`config.mk`:
```
export PLATFORM = sky130hd
export DESIGN_NAME = bsg_fifo_1r1w_rolly_multi
export DESIGN_NICKNAME = d
export VERILOG_FILES = /design/src/rtl/bsg_fifo_1r1w_rolly_multi.sv
export SDC_FILE = /design/constraint.sdc
export NUM_CORES = 1
export LEC_CHECK = 0
export BUFFER_PORTS_ARGS = -buffer_cell sky130_fd_sc_hd__buf_2
export CELL_PAD_IN_SITES_DETAIL_PLACEMENT = 1
export CELL_PAD_IN_SITES_GLOBAL_PLACEMENT = 1
export CORE_MARGIN = 3
export CORE_UTILIZATION = 45
export DETAILED_ROUTE_END_ITERATION = 12
export PLACE_DENSITY_LB_ADDON = 0.1
export SLEW_MARGIN = 20
export SYNTH_ARGS = -nofsm -noshare
export SYNTH_HDL_FRONTEND = slang
export SYNTH_SLANG_ARGS = --single-unit
```
`constraint.sdc`:
```
create_clock -name clk_i -period 3.7 [get_ports clk_i]
set_input_delay 0.37 -clock clk_i [delete_from_list [all_inputs] [get_ports clk_i]]
set_output_delay 0.37 -clock clk_i [all_outputs]
set_load 0.05 [all_outputs]
```
`src/rtl/bsg_fifo_1r1w_rolly_multi.sv`:
```
// Multi-channel rollback FIFO: independent write/read checkpointed queues, one per channel,
// statically partitioned over a single shared 1r1w memory.
module bsg_fifo_1r1w_rolly_multi #(
  parameter int unsigned width_p    = 1,
  parameter int unsigned lg_size_p  = 1,
  parameter int unsigned num_chan_p = 2,
  localparam int unsigned chan_w    = (num_chan_p > 1) ? $clog2(num_chan_p) : 1
) (
  input  logic                                  clk_i,
  input  logic                                  reset_n_i,

  input  logic [chan_w-1:0]                     w_chan_i,
  input  logic                                  v_i,
  input  logic [width_p-1:0]                    data_i,
  output logic                                  ready_o,
  input  logic                                  w_commit_i,
  input  logic                                  w_drop_i,
  input  logic                                  w_clear_i,

  input  logic [chan_w-1:0]                     r_chan_i,
  output logic                                  v_o,
  output logic [width_p-1:0]                    data_o,
  input  logic                                  yumi_i,
  input  logic                                  r_commit_i,
  input  logic                                  r_rewind_i,

  output logic [num_chan_p*(lg_size_p+1)-1:0]   count_o
);

  localparam int unsigned ptr_w  = lg_size_p + 1;
  localparam int unsigned addr_w = chan_w + lg_size_p;
  // Pointer arrays cover every encodable channel so any index stays in range.
  localparam int unsigned slots  = 1 << chan_w;
  localparam logic [ptr_w-1:0] size_lp = ptr_w'(1 << lg_size_p);

  logic [ptr_w-1:0] wptr    [slots];
  logic [ptr_w-1:0] wcptr   [slots];
  logic [ptr_w-1:0] rptr    [slots];
  logic [ptr_w-1:0] rcptr   [slots];
  logic [ptr_w-1:0] wptr_n  [slots];
  logic [ptr_w-1:0] wcptr_n [slots];
  logic [ptr_w-1:0] rptr_n  [slots];
  logic [ptr_w-1:0] rcptr_n [slots];

  logic [width_p-1:0] mem [1 << addr_w];

  logic [ptr_w-1:0]  w_occ;
  logic              w_full;
  logic              enq;
  logic [addr_w-1:0] waddr;
  logic [addr_w-1:0] raddr;

  // Occupancy is measured against the read checkpoint: reads free space only on commit.
  assign w_occ   = wptr[w_chan_i] - rcptr[w_chan_i];
  assign w_full  = (w_occ == size_lp);
  assign ready_o = ~w_full;
  assign enq     = v_i & ~w_full & ~w_clear_i & ~w_drop_i;

  assign v_o    = (rptr[r_chan_i] != wcptr[r_chan_i]);
  assign waddr  = {w_chan_i, wptr[w_chan_i][lg_size_p-1:0]};
  assign raddr  = {r_chan_i, rptr[r_chan_i][lg_size_p-1:0]};
  assign data_o = mem[raddr];

  always_comb begin
    for (int c = 0; c < slots; c++) begin
      wptr_n[c]  = wptr[c];
      wcptr_n[c] = wcptr[c];
      rptr_n[c]  = rptr[c];
      rcptr_n[c] = rcptr[c];

      if (chan_w'(c) == r_chan_i) begin
        if (r_rewind_i) begin
          rptr_n[c] = rcptr[c];
        end else begin
          rptr_n[c] = rptr[c] + ptr_w'(yumi_i);
          if (r_commit_i) rcptr_n[c] = rptr_n[c];
        end
      end

      // Write side resolves after read side so clear lands on this cycle's read position.
      if (chan_w'(c) == w_chan_i) begin
        if (w_clear_i) begin
          wptr_n[c]  = rptr_n[c];
          wcptr_n[c] = rptr_n[c];
        end else if (w_drop_i) begin
          wptr_n[c] = wcptr[c];
        end else begin
          wptr_n[c] = wptr[c] + ptr_w'(enq);
          if (w_commit_i) wcptr_n[c] = wptr_n[c];
        end
      end
    end
  end

  always_ff @(posedge clk_i) begin
    for (int c = 0; c < slots; c++) begin
      if (!reset_n_i) begin
        wptr[c]  <= '0;
        wcptr[c] <= '0;
        rptr[c]  <= '0;
        rcptr[c] <= '0;
      end else begin
        wptr[c]  <= wptr_n[c];
        wcptr[c] <= wcptr_n[c];
        rptr[c]  <= rptr_n[c];
        rcptr[c] <= rcptr_n[c];
      end
    end
  end

  always_ff @(posedge clk_i) begin
    if (reset_n_i && enq) mem[waddr] <= data_i;
  end

  always_comb begin
    count_o = '0;
    for (int c = 0; c < num_chan_p; c++) begin
      count_o[c*ptr_w +: ptr_w] = wptr[c] - rcptr[c];
    end
  end

  always_ff @(posedge clk_i) begin
    if (reset_n_i) begin
      assert (!(yumi_i && !v_o)) else $error("yumi_i asserted without v_o");
      assert (int'(w_chan_i) < int'(num_chan_p)) else $error("w_chan_i out of range");
      assert (int'(r_chan_i) < int'(num_chan_p)) else $error("r_chan_i out of range");
    end
  end

  // Ordering rcptr <= rptr <= wcptr <= wptr, expressed as distances from rcptr.
  for (genvar g = 0; g < num_chan_p; g++) begin : g_inv
    logic [ptr_w-1:0] d_r, d_wc, d_w;
    assign d_r  = rptr[g]  - rcptr[g];
    assign d_wc = wcptr[g] - rcptr[g];
    assign d_w  = wptr[g]  - rcptr[g];
    always_ff @(posedge clk_i) begin
      if (reset_n_i) begin
        assert (d_r <= d_wc && d_wc <= d_w && d_w <= size_lp)
          else $error("pointer ordering violated on channel %0d", g);
      end
    end
  end

endmodule
```
## Yosys cells after proc, flatten, opt, wreduce, memory -nomap -nowiden

Memories as Yosys holds them, arrays and structs flattened.
Cells that the tools add are included.

- Flip-flop bits (word level): 0
- Bits in latches: 0
- Memory bits (writable): 20
- Memory bits (read-only): 0
- Output and inout port bits: 7
- Word-level logic and storage cells: 65
- Memories: 5

- $add $sub $neg: 7
- Multiply operators: 0
- Div/mod/pow operators: 0
- $lt $le $gt $ge: 0
- Equal/unequal tests: 2
- Shifts and indexed selects: 0
- Multiplexer cells: 36
- Bitwise operators: 14
- Reduce and logical (&&, ||, !) cells: 1

Memories:

| memory | words | bits a word | read ports | clocked after memory_dff | wr ports | RTL line | text |
|---|---|---|---|---|---|---|---|
| mem | 4 | 1 | 1 | 0 | 1 | 45 | `logic [width_p-1:0] mem [1 << addr_w];` |
| rcptr | 2 | 2 | 3 | 0 | 2 | 39 | `logic [ptr_w-1:0] rcptr [slots];` |
| rptr | 2 | 2 | 3 | 0 | 2 | 38 | `logic [ptr_w-1:0] rptr [slots];` |
| wcptr | 2 | 2 | 3 | 0 | 2 | 37 | `logic [ptr_w-1:0] wcptr [slots];` |
| wptr | 2 | 2 | 3 | 0 | 2 | 36 | `logic [ptr_w-1:0] wptr [slots];` |

Operator list:

| kind | number |
|---|---|
| 2-bit two-way mux | 32 |
| 2-bit by 1-bit adder with 2-bit output | 4 |
| 1-bit OR | 8 |
| 2-bit subtractor | 3 |
| 1-bit two-way mux | 4 |
| 1-bit bitwise AND | 3 |
| 1-bit inverter | 3 |
| 2-bit equality test, second input constant | 1 |
| 2-bit inequality test | 1 |
| 1-bit logical AND | 1 |

## Longest topological paths before layout

An unclocked memory read counts as a cell.

- Depth in word-level cells: 13
- Depth in mapped cells: 10
- Mapped depth without buffers: 9

## Least setup slack after synthesis

No wires, ideal clock.

- Path kind: input -> register
- Start: input w_chan_i
- End: memory wptr[0][0] in the netlist's numbering
- Arrival: 2.506 ns
- Data required time: 3.579 ns
- Path slack: 1.073 ns
- Cell stages on the path: 10
- Cell sequence: buf_2 > inv_1 > nor3_1 > a21oi_1 > and3_1 > ha_1 > nor2b_1 > a211oi_1 > a211o_1 > a21oi_1

RTL lines:

| what | RTL line | text |
|---|---|---|
| start: declaration | 12 | `input logic [chan_w-1:0] w_chan_i,` |
| end: declaration | 36 |  |

==> flow_metrics.tcl <==
set metrics [dict create \
    status "finished clean" \
    grt_max_degree 17 \
    wl_um 3090 \
    syn-num-nets 156 \
    portBuffers 18 \
    power_density_mw_per_mm2 387 \
    cts_sinks 20 \
    slowest_stage "dfxtp_1" \
    grt.overflow.total 0 \
    fin_nets 173 \
    holdCritStartpoint "data_i" \
    p_leak_nw 0.580 \
    syn_inst 138 \
    grt.total_usage_pct 20.7 \
    synth_async_sr_flop_share_pct 0 \
    grt_pass1_wl_um 5220 \
    setup.worst_path.start_class "register" \
    crit_chain "xnor2_1 -> nor3_1 -> a21oi_1 -> and3_1 -> ha_1 -> nor2b_1 -> a211oi_1 -> a211o_1 -> a21oi_1" \
    grt_pass1_vias 1093 \
    fmax_ghz 0.462 \
    syn_area_per_cell_um2 8.79 \
    synth.distinct_cells 39 \
    clkTransAtPathRegs_ns 0.12 \
    fin_crit_ns 2.16 \
    synth_edf_count 4 \
    ioPinCount 19 \
    core_mm2 0.00252 \
    dpl_cell_area_mm2 0.00131 \
    finalCritPeriodShare_pct 58.5 \
    clock_skew_ns 0.00122 \
    utilization_pct 53.2 \
    hold_violations 0 \
    r2r_end "wptr[0][0]" \
    die_x_um 57.9 \
    syn_area_mm2 0.00121 \
    worst_ep_required_time_ns 3.91 \
    diodes 0 \
    critPathTopFamily "compound AO/OA/AOI/OAI gates" \
    slew_violations 0 \
    cap_viol_max_count 0 \
    globalplace.congestion 0.853 \
    ys_ff_latch 20 \
    crit_top_cell "a21oi_1" \
    slowest_delay_ns 0.37 \
    worstPathBufferInverterCount 0 \
    dp_hpwl_um 2390 \
    cts_hold_buf 0 \
    die_y_um 57.9 \
    rows 18 \
    max-slew-margin-rel_pct 73.3 \
    ant_nets 0 \
    worstHoldPathType "input port to register" \
    holdPathStages 1 \
    crit_arrival_ns 2.37 \
    r2r.worst_path.cells 9 \
    seqCellArea_um2 440 \
    layout-drive-gt1-share_pct 16.2 \
    layout.filler_cells 317 \
    design_area_mm2 0.00134 \
    clk_path_buf_depth 2 \
    drt-initial-drc-count 52 \
    end_kind "register" \
    whs_endpoint "mem[1]" \
    path_class "register to register" \
    total_power_uw 520 \
    ys_warn_count 0 \
    layout.cells.most_common_list "buf_2, nor2_1, dfxtp_1" \
    root_buffer "clkbuf_4" \
    synth_ff_type "dfxtp_1" \
    ff2ff_setup_slack_ns 1.54 \
    final_common_cell "buf_2" \
    crit_fanout 3 \
    htree_levels 1 \
    drtPass1Iterations 4 \
    cts_made_buffers 3 \
    worst_pin_slew_ns 0.389 \
    insertion_delay_ns 0.31 \
    initial_core_util_pct 48.1 \
    areaGrowthSynthToFinish_pct 10.7 \
    dr_total_vias 1063 \
    yosysSeqAreaShare_pct 36.3 \
    cts_tree "done" \
    post_cts_buffers 0 \
    antenna_found_initial 0 \
    wl_per_cell_um 16.8 \
    r2r-start "rcptr[1][1]" \
    hold_ws_ns 0.261 \
    cts_resized 0 \
    die_area_mm2 0.00335 \
    rsz0062_at_grt "false" \
    setup_tns_ns 0 \
    setup_viol_count_final 0 \
    drc_errors 0 \
    ir_drop_uv 289 \
    via_per_inst 5.78 \
    multi_input_area_um2 704 \
]
how the worst max path moves through the flow:
| stage | start | end | cells after the start |
|---|---|---|---|
| 2_1_floorplan | w_chan_i | wptr[0][0] | 10 |
| 3_3_place_gp | w_chan_i | wptr[0][0] | 10 |
| 3_5_place_dp | w_chan_i | wptr[0][0] | 10 |
| 4_1_cts | rcptr[1][1] | wptr[0][0] | 9 |
| 5_1_grt | rcptr[1][1] | wptr[0][0] | 9 |
| 6_report | rcptr[1][1] | wptr[0][0] | 9 |
state kept, by name, indices dropped and copies added, names as in the netlist:
register  cells
rptr          4
wcptr         4
wptr          4
mem           4
rcptr         4
worst reg2reg max path: stages (launching register included):
cell	delay, ns
dfxtp_1	0.37
xnor2_1	0.36
nor3_1	0.12
a21oi_1	0.20
and3_1	0.22
ha_1	0.24
nor2b_1	0.14
a211oi_1	0.22
a211o_1	0.13
a21oi_1	0.06
cells by family after synthesis:
kind of cell | Yosys count | share of synthesized area [%]
XOR/XNOR | 14 | 10.1
AND/OR/NAND/NOR | 43 | 18.2
buffers and inverters | 15 | 5.57
AO/OA/AOI/OAI | 33 | 17.7
adder cells (fa/ha/maj) | 6 | 6.19
flip-flops | 20 | 36.3
multiplexers | 7 | 5.88
report_power, final:
| group | switching [mW] | internal (mW) | total [mW] |
|---|---|---|---|
| combinational | 0.0898 | 0.0474 | 0.137 |
| sequential | 0.0149 | 0.233 | 0.248 |
| clock | 0.0741 | 0.0602 | 0.134 |
| total | 0.179 | 0.341 | 0.520 |
metrics by stage:
step           setup WS, ns  std cells
3_5_place_dp           1.52        180
3_3_place_gp           1.67        180
5_1_grt                1.33        184
4_1_cts                1.55        184
6_report               1.54        184
2_1_floorplan          1.07        138
layer usage:
metal	vias to the layer above	track usage, %	part of all wire, %
met5	-	0	0
met3	5	4.68	4.3
met2	28	36.3	50
met1	510	26.1	44
li1	520	-	-
met4	0	3.97	0.87
cell usage after synthesis (all sizes together) (2+ instances only):
master | instances | share of area [%]
o21ai | 7 | 2.9
xnor2 | 9 | 6.5
buf | 5 | 2.5
dfxtp | 16 | 26
inv | 8 | 2.5
o21a | 2 | 1.2
nor3 | 5 | 2.1
ha | 6 | 6.2
nor4 | 2 | 1.0
edfxtp | 4 | 9.9
mux2i | 6 | 5.0
a21oi | 8 | 3.6
and3 | 2 | 1.0
xor2 | 5 | 3.6
nand2 | 4 | 1.2
nor3b | 2 | 1.7
a211oi | 6 | 3.7
o22ai | 2 | 1.0
nor2 | 16 | 5.0
nor2b | 4 | 2.1
a31oi | 3 | 1.5
nand3 | 3 | 1.2
cell type report:
cell class                 instances  area share (%)
multi-input combinational        103            52.5
sequential                        20            32.8
timing repair buffer              18            6.71
tap                               30            2.80
clock buffer                       4            2.70
inverter                           9            2.52
Power figures use the tool's default switching activity.
